`src/rtl/motor_pkg.sv`:
```
// Types and default widths shared between the step/dir generator and the
// receive-side step_pulse_monitor.
package motor_pkg;

    typedef enum logic [1:0] {
        MON_IDLE  = 2'd0,
        MON_ARMED = 2'd1,
        MON_RUN   = 2'd2,
        MON_STALL = 2'd3
    } mon_state_t;

    localparam int POS_W           = 32;
    localparam int DEF_PERIOD_W    = 16;
    localparam int DEF_SYNC_STAGES = 2;
    localparam int DEF_MIN_HIGH    = 2;

endpackage

```
`src/rtl/pulse_sync_filter.sv`:
```
// Synchronises the step/dir pair and turns each sufficiently long step pulse
// into a single-cycle step_evt strobe carrying the sampled direction.
module pulse_sync_filter #(
    parameter int SYNC_STAGES = 2,
    parameter int MIN_HIGH    = 2
) (
    input  logic clk,
    input  logic rst_n,
    input  logic pul_in,
    input  logic dir_in,
    output logic step_evt,
    output logic dir
);

    localparam int CNT_W = (MIN_HIGH < 2) ? 1 : $clog2(MIN_HIGH + 1);
    localparam logic [CNT_W-1:0] CNT_LAST = CNT_W'(MIN_HIGH - 1);
    localparam logic [CNT_W-1:0] CNT_SAT  = CNT_W'(MIN_HIGH);

    logic [SYNC_STAGES-1:0] pul_sync;
    logic [SYNC_STAGES-1:0] dir_sync;
    logic [CNT_W-1:0]       hi_cnt;
    logic [CNT_W-1:0]       lo_cnt;
    logic                   disarmed;
    logic                   pul_s;

    assign pul_s = pul_sync[SYNC_STAGES-1];
    assign dir   = dir_sync[SYNC_STAGES-1];

    // hi_cnt/lo_cnt hold the number of earlier consecutive cycles at the
    // current level, so the MIN_HIGH-th high cycle is the one that fires.
    assign step_evt = pul_s && !disarmed && (hi_cnt == CNT_LAST);

    always_ff @(posedge clk or negedge rst_n) begin
        if (!rst_n) begin
            pul_sync <= '0;
            dir_sync <= '0;
            hi_cnt   <= '0;
            lo_cnt   <= '0;
            disarmed <= 1'b0;
        end else begin
            pul_sync <= {pul_sync[SYNC_STAGES-2:0], pul_in};
            dir_sync <= {dir_sync[SYNC_STAGES-2:0], dir_in};
            if (pul_s) begin
                lo_cnt <= '0;
                if (hi_cnt != CNT_SAT)
                    hi_cnt <= hi_cnt + 1'b1;
                if (step_evt)
                    disarmed <= 1'b1;
            end else begin
                hi_cnt <= '0;
                if (lo_cnt == CNT_LAST)
                    disarmed <= 1'b0;
                else
                    lo_cnt <= lo_cnt + 1'b1;
            end
        end
    end

endmodule

```
`src/rtl/step_pulse_monitor.sv`:
```
// Receive-side step/dir monitor: tracks position and step count, measures the
// clock period between accepted steps and flags stall/completion.
module step_pulse_monitor
    import motor_pkg::*;
#(
    parameter int                  SYNC_STAGES = DEF_SYNC_STAGES,
    parameter int                  MIN_HIGH    = DEF_MIN_HIGH,
    parameter int                  PERIOD_W    = DEF_PERIOD_W,
    parameter logic [PERIOD_W-1:0] TIMEOUT     = 16'hFFFF
) (
    input  logic                       clk,
    input  logic                       rst_n,
    input  logic                       pul_in,
    input  logic                       dir_in,
    input  logic                       en,
    input  logic                       pos_clr,
    input  logic [POS_W-1:0]           target,
    input  logic                       period_ready,
    output logic signed [POS_W-1:0]    step_pos,
    output logic [POS_W-1:0]           step_cnt,
    output logic [PERIOD_W-1:0]        period_data,
    output logic                       period_valid,
    output logic                       period_ovf,
    output logic                       stall,
    output logic                       done,
    output logic [1:0]                 mon_state
);

    mon_state_t          state, state_nxt;
    logic                step_evt;
    logic                dir;
    logic [PERIOD_W-1:0] period_cnt;
    logic [POS_W-1:0]    cnt_inc;
    logic                arm_clr;
    logic                step_acc;
    logic                new_sample;

    pulse_sync_filter #(
        .SYNC_STAGES (SYNC_STAGES),
        .MIN_HIGH    (MIN_HIGH)
    ) u_filter (
        .clk      (clk),
        .rst_n    (rst_n),
        .pul_in   (pul_in),
        .dir_in   (dir_in),
        .step_evt (step_evt),
        .dir      (dir)
    );

    assign arm_clr    = en && (state == MON_IDLE);
    assign step_acc   = en && step_evt && (state != MON_IDLE);
    assign new_sample = en && step_evt && (state == MON_RUN);
    assign cnt_inc    = step_cnt + 1'b1;
    assign mon_state  = state;

    always_ff @(posedge clk or negedge rst_n) begin
        if (!rst_n)
            state <= MON_IDLE;
        else
            state <= state_nxt;
    end

    always_comb begin
        state_nxt = state;
        if (!en) begin
            state_nxt = MON_IDLE;
        end else begin
            unique case (state)
                MON_IDLE:  state_nxt = MON_ARMED;
                MON_ARMED: if (step_evt) state_nxt = MON_RUN;
                MON_RUN:   if (!step_evt && period_cnt == TIMEOUT) state_nxt = MON_STALL;
                MON_STALL: if (step_evt) state_nxt = MON_RUN;
                default:   state_nxt = MON_IDLE;
            endcase
        end
    end

    // Position follows the pulse stream independently of en and the FSM.
    always_ff @(posedge clk or negedge rst_n) begin
        if (!rst_n)
            step_pos <= '0;
        else if (pos_clr)
            step_pos <= '0;
        else if (step_evt)
            step_pos <= dir ? step_pos + 1 : step_pos - 1;
    end

    always_ff @(posedge clk or negedge rst_n) begin
        if (!rst_n) begin
            step_cnt   <= '0;
            period_cnt <= '0;
            stall      <= 1'b0;
            done       <= 1'b0;
        end else begin
            stall <= (state_nxt == MON_STALL);
            if (!en) begin
                done <= 1'b0;
            end else if (arm_clr) begin
                step_cnt   <= '0;
                period_cnt <= '0;
                done       <= 1'b0;
            end else if (step_acc) begin
                step_cnt   <= cnt_inc;
                period_cnt <= PERIOD_W'(1);
                if (target != '0 && cnt_inc == target)
                    done <= 1'b1;
            end else if (state == MON_RUN && period_cnt != '1) begin
                period_cnt <= period_cnt + 1'b1;
            end
        end
    end

    // Single-entry output slot: a sample arriving while the slot is full and
    // not being drained is dropped and remembered in period_ovf.
    always_ff @(posedge clk or negedge rst_n) begin
        if (!rst_n) begin
            period_data  <= '0;
            period_valid <= 1'b0;
            period_ovf   <= 1'b0;
        end else if (arm_clr) begin
            period_valid <= 1'b0;
            period_ovf   <= 1'b0;
        end else if (new_sample) begin
            if (!period_valid || period_ready) begin
                period_data  <= period_cnt;
                period_valid <= 1'b1;
            end else begin
                period_ovf <= 1'b1;
            end
        end else if (period_ready) begin
            period_valid <= 1'b0;
        end
    end

endmodule

```
`config.mk`:
```
export PLATFORM = sky130hd
export DESIGN_NAME = step_pulse_monitor
export DESIGN_NICKNAME = d
export VERILOG_FILES = /design/src/rtl/motor_pkg.sv /design/src/rtl/pulse_sync_filter.sv /design/src/rtl/step_pulse_monitor.sv
export SDC_FILE = /design/constraint.sdc
export NUM_CORES = 1
export LEC_CHECK = 0
export ABC_AREA = 1
export BUFFER_PORTS_ARGS = -buffer_cell sky130_fd_sc_hd__clkbuf_2
export CORE_ASPECT_RATIO = 0.75
export CORE_MARGIN = 2
export CORE_UTILIZATION = 46
export CTS_BUF_LIST = sky130_fd_sc_hd__clkbuf_4 sky130_fd_sc_hd__clkbuf_8
export DETAILED_ROUTE_END_ITERATION = 8
export PLACE_DENSITY = 0.71
export SYNTH_ARGS = -nofsm -noshare
export SYNTH_HDL_FRONTEND = slang
export SYNTH_SLANG_ARGS = --single-unit
```
`constraint.sdc`:
```
create_clock -name clk -period 2.33 [get_ports clk]
set_input_delay 0.233 -clock clk [delete_from_list [all_inputs] [get_ports clk]]
set_output_delay 0.233 -clock clk [all_outputs]
set_load 0.01 [all_outputs]
```
Word-level counts from Yosys, hierarchy flattened
Cells that the tools add are included.
{"block": "classes", "eq_ne": 17, "n_reduce_logical": 30, "add_sub_neg": 6, "muxes": 30, "bitwise_logic": 1}
{"operator": "$mux W32", "n": 5}
{"operator": "$mux W16", "n": 3}
{"operator": "$add A32 B1 Y32 const B", "n": 1}
{"operator": "$add A32 B2 Y32 const B", "n": 1}
{"operator": "$eq A32 B32 Y1", "n": 1}
{"operator": "$reduce_bool A32 Y1", "n": 1}
{"operator": "$sub A32 B2 Y32 const B", "n": 1}
{"operator": "$add A16 B1 Y16 const B", "n": 1}
{"operator": "$eq A16 B16 Y1 const B", "n": 1}
{"operator": "$ne A16 B16 Y1 const B", "n": 1}
{"operator": "$mux W1", "n": 14}
{"operator": "$mux W2", "n": 7}
{"operator": "$reduce_and A2 Y1", "n": 6}
{"operator": "$reduce_bool A2 Y1", "n": 5}
{"operator": "$logic_and A1 B1 Y1", "n": 9}
{"operator": "$ne A2 B2 Y1 const B", "n": 4}
{"operator": "$eq A2 B1 Y1 const B", "n": 3}
{"operator": "$eq A2 B2 Y1 const B", "n": 3}
{"operator": "$ne A3 B1 Y1 const B", "n": 2}
{"operator": "$pmux W2 S3", "n": 1}
{"operator": "$reduce_bool A3 Y1", "n": 2}
{"operator": "$add A2 B1 Y2 const B", "n": 2}
{"operator": "$logic_not A1 Y1", "n": 3}
{"operator": "$ne A3 B2 Y1 const B", "n": 1}
{"operator": "6 further kinds", "n": 6}
{"block": "totals", "elab_cells": 98, "in_bits": 39, "out_inout_bits": 86, "reg_bits": 111}

Depth between registers and ports, before layout
Gate-level depths: netlist of the first run.
{"block": "depth", "ltp_word": 9, "mapped_depth": 16, "ltp_nobuf": 16}

Modules after synthesis
Synthesis of the first run repeated with hierarchy kept, for this count alone.
{"block": "hier_totals", "cells_unflattened": 1178, "area_unflattened_um2": 7960.1}
{"module": "step_pulse_monitor", "area_per_inst_um2": 7577.3, "instances": 1, "cells_each": 1139, "seq_area_each_um2": 2552.4}
{"module": "pulse_sync_filter", "area_per_inst_um2": 382.9, "instances": 1, "cells_each": 39, "seq_area_each_um2": 225.2}

Worst setup path after synthesis of the first run
OpenSTA, ideal clock, no wires.
{"block": "synth_timing", "kind": "register -> register", "from": "reg u_filter.dir_sync[1]", "to": "reg step_pos[31]", "synth_period_minus_slack_ns": 2.456, "t_required_ns": 2.204, "n_path_buf": 0, "path_stages_with_launch": 14, "arrival_ns": 2.330, "slack_ns": -0.126, "setup_time_ns": 0.126, "cell_sequence": "dfrtp_1 > inv_1 > ha_1 > nand2_1 > o21ai_0 > nor2_1 > o21bai_1 > nand2_1 > nand2_1 > inv_1 > o21ai_0 > nand2_1 > nand2_1 > o21ai_0"}
{"block": "synth_between", "elab_chain_cells": 3}
{"item": "start, declared", "line_no": "pulse_sync_filter.sv:20", "rtl": "logic [SYNC_STAGES-1:0] dir_sync;"}
{"item": "start signal, assigned", "line_no": "pulse_sync_filter.sv:42", "rtl": "dir_sync <= {dir_sync[SYNC_STAGES-2:0], dir_in};"}
{"item": "$mux W32", "line_no": "step_pulse_monitor.sv:85", "rtl": "step_pos <= dir ? step_pos + 1 : step_pos - 1;"}
{"item": "$mux W32", "line_no": "step_pulse_monitor.sv:84", "rtl": "else if (step_evt)"}
{"item": "$mux W32", "line_no": "step_pulse_monitor.sv:82", "rtl": "else if (pos_clr)"}
{"item": "end signal, assigned", "line_no": "step_pulse_monitor.sv:85"}
{"item": "end, declared", "line_no": "step_pulse_monitor.sv:19", "rtl": "output logic signed [POS_W-1:0] step_pos,"}
No other way between the ends. The select of a mux whose other input is x is not followed.
A chain may end at the register's enable or synchronous reset.

Worst setup path in the final report of the first run
{"block": "layout_timing", "from": "reg u_filter.dir_sync[1]", "to": "reg step_pos[22]"}
Same word-level chain as after synthesis.

==> results.py, run 1 <==
metrics = {
    "floorplanning": {
        "row_count": 41,
        "core-area_um2": 16900,
        "start_util_pct": 47.2,
        "ioPinCount": 125,
        "die_h_um": 118,
        "die_w_um": 156,
        "die_area_um2": 18400,
    },
    "global_routing": {
        "grt_max_degree": 73,
        "grt_pass1_vias": 7612,
        "grt_antenna_before_repair": 0,
        "grtUsageTotal_pct": 26.4,
        "grt_pass1_wl_um": 38800,
        "grt_overflow_total": 0,
    },
    "clock_tree": {
        "htree_levels": 3,
        "cts_tree": "built",
        "cts-root-buf": "clkbuf_8",
        "path_clk_slew_ns": 0.11,
        "clock_latency_ns": 0.40,
        "clockBufferDepth": 2,
        "cts_buffers": 9,
        "clock_sinks": 111,
    },
    "placed_design": {
        "place_worst_setup_slack_ns": -0.0957,
        "dp_hpwl_um": 18800,
        "gp_congestion": 0.949,
        "portBuffers": 124,
    },
    "critical_path": {
        "worst_path_largest_cell_delay_ns": 0.44,
        "cp-end-kind": "flip-flop",
        "required_ns": 2.62,
        "start_kind": "flip-flop",
        "path_class": "reg -> reg",
        "critPathMaxFanout": 8,
        "path_cells": "inv_4 > clkbuf_16 > clkbuf_16 > ha_4 > buf_4 > nand2_2 > nor2_2 > inv_1 > nor2_1 > nand2_2 > nand2_4 > a21oi_2 > o21ai_1 > nand2_1",
        "reg2reg_depth": 14,
        "slowest_stage": "dfrtp_1",
        "cp.arrival_ns": 2.61,
    },
    "finish": {
        "diodes": 0,
        "fin_util_pct": 61.7,
        "regArea_um2": 2790,
        "n_fill_cell": 1510,
        "multi_input_area_um2": 5260,
        "drive_above_1_share_pct": 27.4,
        "finalNetCount": 1452,
        "area_growth_pct": 30.6,
    },
    "sta": {
        "finalWorstSetupSlack_ns": 0.0142,
        "finalHoldViolations": 0,
        "setup_viol": 0,
        "grt_setup_unrepaired": "yes",
        "whs_ns": 0.152,
        "worst_slew_pin_slew_ns": 0.697,
        "timing.fmax_ghz": 0.432,
        "fin_crit_sh_pct": 99.4,
        "min_period_ns": 2.32,
        "relSlewSlack_pct": 53.5,
        "drv_slew": 0,
        "skew_ns": 0.0167,
    },
    "synthesis": {
        "synth_area_leaders": "dfrtp_1 (35%), nand2_1 (17%), nor2_1 (6.7%)",
        "synth_seq_cells": 111,
        "yosysSeqAreaShare_pct": 34.8,
        "syn_inst": 1177,
        "ys.warnings.count": 0,
        "avgSynthCellArea_um2": 6.77,
        "synth-edff-count": 0,
        "synth_ff_type": "dfrtp_1",
        "synth_top_area_cell": "dfrtp_1",
        "synth_cell_types": 44,
        "yosys.area.top_type_share_pct": 34.8,
        "syn_nets": 1252,
        "synthArstFlopShare_pct": 100,
        "syn-cell-area_um2": 7970,
    },
    "route": {
        "highest_layer": "met4",
        "via_per_inst": 5.39,
        "wl_met1_um": 12100,
        "finalWirelength_um": 25400,
        "wl_per_cell_um": 15.9,
        "ant_nets": 0,
        "first_pass_iters": 5,
        "wl_met2_um": 10900,
        "route.met3.wl_um": 1950,
        "num_vias": 8606,
        "drt_iter0_markers": 787,
        "drc_errors": 0,
    },
    "hold_path": {
        "hp-class": "in -> reg",
        "hold_depth": 4,
    },
    "power": {
        "ir_drop_v": 0.000311,
        "leakagePower_nw": 5.04,
        "p_per_area_nw_per_um2": 521,
    },
    "job": {
        "maxCapViolations": 0,
    },
    "status": {
        "status": "completed",
    },
}
[final timing paths]
kind,start,to,slack [ns]
worst max register to register,u_filter.dir_sync[1]$_DFF_PN0_,step_pos[22]$_DFFE_PN0P_,0.01
worst max-delay path,u_filter.dir_sync[1]$_DFF_PN0_,step_pos[22]$_DFFE_PN0P_,0.01
worst min register to register,u_filter.pul_sync[0]$_DFF_PN0_,u_filter.pul_sync[1]$_DFF_PN0_,0.37
min in group asynchronous,rst_n,step_pos[9]$_DFFE_PN0P_,0.37
max in group asynchronous,rst_n,step_cnt[9]$_DFFE_PN0P_,1.43
worst min-delay path,period_ready,period_valid$_DFFE_PN0P_,0.15
[cells in the final DEF, fill, tap and decap left out, types with 43 or more instances in the layout]
master / count
nand2_1: 330
inv_1: 132
clkbuf_2: 123
nor2_1: 120
dfrtp_1: 103
nand3_1: 79
buf_4: 68
o21ai_0: 55
a21oi_1: 43
[cells by family after synthesis]
family / after synthesis / share of synthesized area (%)
xor gates and xnor gates: 20 / 2.71
AOI/OAI and AO/OA: 210 / 14.7
and+or+nand+nor: 640 / 34.1
DFF: 111 / 34.8
buffers and inverters: 157 / 7.39
muxes: 3 / 0.424
adders and majority gates: 36 / 5.74
[layer usage]
metal / up-vias / global-route usage (%)
li1: 4256 / -
met1: 3991 / 40.0
met2: 320 / 38.5
met3: 39 / 5.71
met4: 0 / 6.02
met5: - / 0
[synthesized netlist by cell type (all sizes together), types with 3 or more instances]
master and n:
mux2 3, clkbuf 15, o211ai 5, nand4 4, nor2 157, xnor2 4, dfrtp 111, nand2 363
o22ai 22, xor2 13, inv 142, nand3 83, nor3 13, xnor3 3, a21boi 5, ha 35
nand3b 15, a211oi 3, o31ai 5, a21oi 64, o21ai 90, o21bai 5, a21o 4
[final cells by class]
type,count,area share (%)
clock buffer,10,1.26
clock inverter,6,0.673
inverter,142,5.14
multi-input combinational,909,50.5
sequential,111,26.8
tap,215,2.58
timing repair buffer,204,13.1
[per-stage QoR]
| step | power (mW) | instance area, um^2 | cells | TNS, ns |
|---|---|---|---|---|
| 6_report | 5.42 | 10400 | 1597 | 0 |
| 3_5_place_dp | 3.84 | 9320 | 1560 | -0.202 |
| 5_1_grt | 5.74 | 10400 | 1597 | -1.24 |
| 4_1_cts | 5.10 | 9560 | 1579 | 0 |
| 2_1_floorplan | 3.16 | 7970 | 1177 | -0.980 |
| 3_3_place_gp | 3.82 | 9320 | 1560 | -0.0422 |
[power by group]
group	switching (mW)	total (mW)	leakage (nW)	internal, mW
Sequential	0.169	2.25	1.51	2.08
Clock	0.798	1.24	0.105	0.444
Combinational	1.15	1.93	3.42	0.784
Total	2.11	5.42	5.04	3.31
[worst max-delay path, delay by kind of cell (launching register included)]
family	cells	cell delay, ns
AND/OR/NAND/NOR	6	0.70
AO/OA/AOI/OAI	2	0.15
buffers and inverters	5	0.60
flip-flops	1	0.44
adder cells (fa/ha/maj)	1	0.31
[repair_timing]
item,4_1_cts,5_1_grt
setup endpoints to repair,4,21
hold endpoints to repair,113,0
pin swaps,0,42
hold buffers,3,0
gates cloned,0,3
setup buffers,0,15
gates resized for setup,9,182
[state kept, by name, indices dropped and copies added (netlist names), 2 cells and up]
register and flops:
mon_state 2, step_pos 32, u_filter.hi_cnt 2, step_cnt 32, u_filter.dir_sync 2, u_filter.pul_sync 2
period_data 16, u_filter.lo_cnt 2, period_cnt 16
Note: power is estimated with default switching activity, not from simulation.
==> run 2: changes to the inputs <==
--- a/config.mk
+++ b/config.mk
@@ -13,6 +13,7 @@
 export CTS_BUF_LIST = sky130_fd_sc_hd__clkbuf_4 sky130_fd_sc_hd__clkbuf_8
 export DETAILED_ROUTE_END_ITERATION = 8
 export PLACE_DENSITY = 0.71
+export RECOVER_POWER = 25
 export SYNTH_ARGS = -nofsm -noshare
 export SYNTH_HDL_FRONTEND = slang
 export SYNTH_SLANG_ARGS = --single-unit
==> run 2 against run 1 <==
Against the previous run: the run now ends with capacitance limit, slew limit left; combinational power barely moved; sequential power about the same; final cell count unchanged; wire length is 0.13% lower; maximum frequency down 0.18%; clock power is essentially flat; largest cell class unchanged; highest routed layer unchanged.
==> results.py, run 2 (same netlist as run 1, synthesis figures left out) <==
metrics = {
    "critical_path": {
        "critPathMaxFanout": 8,
        "worst_path_largest_cell_delay_ns": 0.44,
        "required_ns": 2.62,
        "cp-end-kind": "flip-flop",
        "cp.arrival_ns": 2.61,
        "start_kind": "flip-flop",
        "path_class": "reg -> reg",
        "slowest_stage": "dfrtp_1",
        "path_cells": "inv_4 > buf_12 > buf_16 > ha_4 > nand2_2 > nor2_1 > nand3_1 > nand3_2 > nand2_2 > nand2_1 > nand4_1 > a21oi_1 > o21ai_0",
        "cp_common_cell": "nand2_2",
    },
    "route": {
        "first_pass_iters": 6,
        "num_vias": 8607,
        "drc_errors": 0,
        "via_per_inst": 5.39,
        "drt_iter0_markers": 868,
        "finalWirelength_um": 25400,
        "wl_per_cell_um": 15.9,
        "ant_nets": 0,
    },
    "sta": {
        "min_period_ns": 2.32,
        "worst_slew_pin_slew_ns": 1.61,
        "finalHoldViolations": 0,
        "fin_crit_sh_pct": 99.6,
        "drv_slew": 73,
        "setup_viol": 0,
        "finalWorstSetupSlack_ns": 0.00993,
        "grt_setup_unrepaired": "yes",
        "relSlewSlack_pct": -7.10,
        "skew_ns": 0.0162,
        "timing.fmax_ghz": 0.431,
    },
    "clock_tree": {
        "htree_levels": 3,
        "clockBufferDepth": 2,
        "cts-root-buf": "clkbuf_8",
        "clock_latency_ns": 0.40,
        "clock_sinks": 111,
        "cts_buffers": 9,
        "path_clk_slew_ns": 0.12,
        "cts_tree": "built",
    },
    "finish": {
        "mostFrequentLayoutCells": "nand2_1 (330), inv_1 (132), clkbuf_2 (123)",
        "finalNetCount": 1452,
        "regArea_um2": 2790,
        "largest_registers": "step_cnt (32), step_pos (32)",
        "drive_above_1_share_pct": 27.4,
        "area_growth_pct": 30.4,
        "multi_input_area_um2": 5260,
        "diodes": 0,
        "n_fill_cell": 1512,
        "final_common_cell": "nand2_1",
        "fin_util_pct": 61.6,
    },
    "global_routing": {
        "grt.busiest_layer": "met1",
        "grt_pass1_vias": 7612,
        "grt_use_met1_pct": 40.0,
        "grt_antenna_before_repair": 0,
        "use_met3_pct": 5.71,
        "grt_pass1_wl_um": 38800,
        "use_met2_pct": 38.5,
        "grtUsageTotal_pct": 26.4,
        "grt_overflow_total": 0,
        "grt_max_degree": 73,
    },
    "floorplanning": {
        "row_count": 41,
        "ioPinCount": 125,
        "die_h_um": 118,
        "die_area_um2": 18400,
        "start_util_pct": 47.2,
        "core-area_um2": 16900,
        "die_w_um": 156,
    },
    "power": {
        "ir_drop_v": 0.000311,
        "leakagePower_nw": 5.03,
        "p_per_area_nw_per_um2": 521,
    },
    "placed_design": {
        "dp_hpwl_um": 18800,
        "place_worst_setup_slack_ns": -0.0957,
        "portBuffers": 124,
        "gp_congestion": 0.949,
    },
    "hold_path": {
        "hp-class": "in -> reg",
    },
    "job": {
        "maxCapViolations": 1,
    },
    "status": {
        "status": "complete, but fails checks",
        "violations": "capacitance limit, slew limit",
    },
}
[run 2: changes by cell type in the layout (fill, tap and decap cells not counted)]
cell / before / now
buf_12: 4 / 3
buf_2: 0 / 1
buf_4: 68 / 67
clkbuf_4: 1 / 2
[run 2: layer usage]
layer,wire length [um],vias to the layer above
li1,-,4256
met3,2090,35
met4,452,0
met1,11900,4001
met5,0,-
met2,10900,315
[run 2: area by class of cell]
cell class | instances | area share [%]
Timing Repair Buffer | 204 | 12.9
Clock inverter | 6 | 0.674
Multi-Input combinational cell | 909 | 50.6
Sequential cell | 111 | 26.8
Clock buffer | 10 | 1.26
Tap cell | 215 | 2.59
Inverter | 142 | 5.15
[run 2: final timing paths]
check                      cells past startpoint  slack [ns]                              to                           start
setup / recovery                              13        0.01        step_pos[29]$_DFFE_PN0P_  u_filter.dir_sync[1]$_DFF_PN0_
hold / removal                                 4        0.15        period_valid$_DFFE_PN0P_                    period_ready
setup reg to reg                              13        0.01        step_pos[29]$_DFFE_PN0P_  u_filter.dir_sync[1]$_DFF_PN0_
hold reg to reg                                0        0.37  u_filter.pul_sync[1]$_DFF_PN0_  u_filter.pul_sync[0]$_DFF_PN0_
max in group asynchronous                      3        0.35         step_cnt[6]$_DFFE_PN0P_                           rst_n
min in group asynchronous                      3        0.46        step_pos[10]$_DFFE_PN0P_                           rst_n
[run 2: timing repair]
| action | CTS | global route |
|---|---|---|
| endpoints found under the hold margin | 113 | 0 |
| pin swaps | 0 | 42 |
| setup buffers | 0 | 15 |
| hold buffers | 3 | 0 |
| resized for setup | 9 | 182 |
| cloned | 0 | 3 |
| endpoints found under the setup margin | 4 | 21 |
[run 2: worst max-delay path: cells and delay by family (launching register included)]
kind            cells  cell delay [ns]
buf+inv             3             0.38
simple gates        7             0.87
compound gates      2             0.28
fa+ha+maj           1             0.26
flops               1             0.44
[run 2: report_power, final]
group          internal [mW]  switching (mW)
Clock                  0.444           0.797
Sequential              2.08           0.168
Combinational          0.781            1.15
Total                   3.31            2.11
[run 2: through the flow]
step / cell area, um^2 / TNS, ns / hold slack (ns) / std cells / total power [mW]
after floorplan: 7970 / -0.980 / -0.0626 / 1177 / 3.16
after global placement: 9320 / -0.0422 / 0.280 / 1560 / 3.82
after detailed placement: 9320 / -0.202 / 0.275 / 1560 / 3.84
after CTS: 9560 / 0 / 0.124 / 1579 / 5.10
after global routing: 10400 / -1.38 / 0.138 / 1597 / 5.73
final: 10400 / 0 / 0.152 / 1597 / 5.42
==> run 3: changes to the inputs <==
--- a/config.mk
+++ b/config.mk
@@ -6,7 +6,7 @@
 export NUM_CORES = 1
 export LEC_CHECK = 0
 export ABC_AREA = 1
-export BUFFER_PORTS_ARGS = -buffer_cell sky130_fd_sc_hd__clkbuf_2
+export BUFFER_PORTS_ARGS = -buffer_cell sky130_fd_sc_hd__buf_2
 export CORE_ASPECT_RATIO = 0.75
 export CORE_MARGIN = 2
 export CORE_UTILIZATION = 46
@@ -16,4 +16,5 @@
 export RECOVER_POWER = 25
 export SYNTH_ARGS = -nofsm -noshare
 export SYNTH_HDL_FRONTEND = slang
+export SYNTH_HIERARCHICAL = 1
 export SYNTH_SLANG_ARGS = --single-unit
==> run 3 against run 2 <==
Against the previous run: the flow finishes with violations (setup timing); critical path type unchanged; first-iteration DRC count down 22%; combinational power up 4%; wire length down 4.0%; register-to-register slack worse by 0.07 ns; sequential power up 2%; final cell count up 0.38%; flip-flop and latch count unchanged; synthesized area down 0.16%; total power up 2.9%; clock power about the same; clock-buffer cell count down 1; non-clock buffer count up 7.
==> results.py, run 3 <==
metrics = {
    "status": {
        "status": "complete, but fails checks",
        "violations": "setup timing",
    },
    "route": {
        "first_pass_iters": 5,
        "drc_errors": 0,
        "ant_nets": 0,
        "drt_iter0_markers": 681,
        "finalWirelength_um": 24400,
        "via_per_inst": 5.31,
        "num_vias": 8504,
        "wl_per_cell_um": 15.2,
    },
    "finish": {
        "mostFrequentLayoutCells": "nand2_1 (345), inv_1 (149), nor2_1 (128)",
        "drive_above_1_share_pct": 23.9,
        "final_area_um2": 10100,
        "instances_no_fill": 1603,
        "largest_registers": "step_cnt (32), step_pos (32)",
        "area_growth_pct": 27.4,
        "diodes": 0,
        "finalNetCount": 1458,
        "final_common_cell": "nand2_1",
    },
    "critical_path": {
        "critPathMaxFanout": 21,
        "path_cells": "clkinvlp_4 > buf_12 > buf_6 > ha_4 > nand2_1 > nor2_2 > inv_1 > nor3_2 > a21oi_4 > o21ai_0 > nand2_1 > nand3_1 > nand2_1",
        "reg2reg_depth": 13,
        "cp.arrival_ns": 2.70,
        "slowest_stage": "dfrtp_1",
        "required_ns": 2.64,
        "r2r_slack_ns": -0.06,
        "start_kind": "flip-flop",
        "path_class": "reg -> reg",
        "cp-end-kind": "flip-flop",
        "r2r_start": "u_filter/dir_sync[1]$_DFF_PN0_",
        "r2r-end": "step_pos[30]$_DFFE_PN0P_",
        "cp_common_cell": "nand2_1",
        "worst_path_largest_cell_delay_ns": 0.41,
    },
    "power": {
        "p_per_area_nw_per_um2": 549,
        "ir_drop_v": 0.000329,
        "leakagePower_nw": 5.22,
        "total_power_mw": 5.57,
    },
    "synthesis": {
        "syn-cell-area_um2": 7960,
        "syn_inst": 1178,
        "syn_nets": 1253,
        "synth_cell_types": 43,
        "synth_area_leaders": "dfrtp_1 (35%), nand2_1 (17%), inv_1 (7.1%)",
        "yosysSeqAreaShare_pct": 34.9,
        "synth_top_area_cell": "dfrtp_1",
        "yosys.area.top_type_share_pct": 34.9,
        "avgSynthCellArea_um2": 6.76,
        "synth-edff-count": 0,
        "netlist_top_cells_count": "nand2_1 (350), inv_1 (150), nor2_1 (138)",
        "synthArstFlopShare_pct": 100,
        "yosysMostFrequentCell": "nand2_1",
        "synth_ff_type": "dfrtp_1",
        "ys.warnings.count": 6,
        "synth_seq_cells": 111,
    },
    "sta": {
        "relSlewSlack_pct": 34.6,
        "fin_crit_sh_pct": 103,
        "worst_slew_pin_slew_ns": 0.981,
        "timing.fmax_ghz": 0.418,
        "finalWorstSetupSlack_ns": -0.0596,
        "finalHoldViolations": 0,
        "setup_viol": 2,
        "min_period_ns": 2.39,
        "grt_setup_unrepaired": "yes",
        "skew_ns": 0.0158,
        "drv_slew": 0,
    },
    "clock_tree": {
        "cts_buffers": 9,
        "cts-root-buf": "clkbuf_8",
        "cts_tree": "built",
        "clockBufferDepth": 2,
        "clock_latency_ns": 0.42,
        "path_clk_slew_ns": 0.12,
        "clock_sinks": 111,
        "htree_levels": 3,
    },
    "placed_design": {
        "dpl_cell_area_um2": 9350,
        "dp_hpwl_um": 18400,
        "gp_congestion": 0.962,
        "portBuffers": 124,
        "placedCellCount": 1568,
        "place_worst_setup_slack_ns": -0.157,
    },
    "global_routing": {
        "grt_pass1_vias": 7994,
        "grt_antenna_before_repair": 0,
        "grt_pass1_wl_um": 39300,
        "grt_overflow_total": 0,
        "grt_max_degree": 53,
        "grtUsageTotal_pct": 26.6,
    },
    "floorplanning": {
        "die_area_um2": 18400,
        "die_w_um": 156,
        "die_h_um": 118,
        "core-area_um2": 16900,
        "ioPinCount": 125,
        "row_count": 41,
        "start_util_pct": 47.2,
    },
    "hold_path": {
        "min_to": "step_pos[18]$_DFFE_PN0P_",
        "min-delay-start": "pos_clr",
        "hold_depth": 2,
        "hp-class": "in -> reg",
    },
    "job": {
        "maxCapViolations": 0,
    },
}
==> run 3: cell count changes in the layout (fill, tap and decap cells not counted), sizes merged, moves of 6 or more <==
cell    before  now
nand3       83   95
inv        146  157
nand3b      15    8
nor2       157  147
buf         74  205
clkbuf     137   12
or2          1    7
==> run 3: where the power goes <==
part	switching, mW	leakage [nW]	internal, mW
registers	0.191	1.52	2.11
logic	1.19	3.59	0.814
clock network	0.826	0.106	0.440
==> run 3: how the worst max path moves through the flow <==
stage | from | endpoint | slack (ns) | cells after the start
floorplan | u_filter/dir_sync[1]$_DFF_PN0_ | step_pos[13]$_DFFE_PN0P_ | -0.20 | 8
global placement | u_filter/dir_sync[1]$_DFF_PN0_ | step_pos[22]$_DFFE_PN0P_ | -0.14 | 13
detailed placement | u_filter/dir_sync[1]$_DFF_PN0_ | step_pos[22]$_DFFE_PN0P_ | -0.16 | 13
CTS | step_cnt[1]$_DFFE_PN0P_ | done$_DFFE_PN0P_ | 0.003 | 15
global route | u_filter/dir_sync[1]$_DFF_PN0_ | step_pos[30]$_DFFE_PN0P_ | -0.22 | 13
finish | u_filter/dir_sync[1]$_DFF_PN0_ | step_pos[30]$_DFFE_PN0P_ | -0.06 | 13
==> run 3: kinds of logic after synthesis <==
family                   after synthesis  synth area share (%)
buffers and inverters                172                  8.22
flip-flops                           111                  34.9
adder cells (fa/ha/maj)               36                  5.75
AND/OR/NAND/NOR                      637                  34.0
XOR/XNOR                              17                  2.56
AO/OA/AOI/OAI                        204                  14.4
multiplexers                           1                 0.141
==> run 3: critical path, delay by kind of cell (launching register included) <==
family / cells / cell delay (ns)
fa+ha+maj: 1 / 0.30
simple gates: 6 / 0.67
buf+inv: 4 / 0.56
flops: 1 / 0.41
compound gates: 2 / 0.34
==> run 3: repair_timing <==
action                     4_1_cts  5_1_grt
hold buffers                     3        0
hold endpoints to repair        28        0
setup endpoints to repair       13       38
pin swaps                        0       13
gates resized for setup         22       84
buffers inserted                 0       16
==> run 3: layout make-up <==
type,count,area [um^2]
clock buffers,9,124
clock inverters,7,85.1
fillers,1586,6740
inverters,155,588
multi-input cells,895,4990
flip-flops and latches,111,2780
well taps,215,269
repair buffers,211,1310
==> run 3: metal layers <==
layer | global-route usage (%) | vias up | share of wire, %
met3 | 3.61 | 40 | 6.5
met2 | 40.3 | 306 | 43
met5 | 0 | - | 0
met1 | 39.6 | 3901 | 48
met4 | 7.57 | 0 | 2.1
li1 | - | 4257 | -
==> run 3: metrics by stage <==
stage / hold WS [ns] / TNS [ns] / utilization [%]
after global routing: 0.0526 / -2.65 / 60.1
final: 0.0661 / -0.0725 / 60.1
after global placement: 0.125 / -0.431 / 55.4
after floorplan: -0.0626 / -1.33 / -
after detailed placement: 0.126 / -0.756 / 55.4
after CTS: 0.0399 / 0 / 57.4
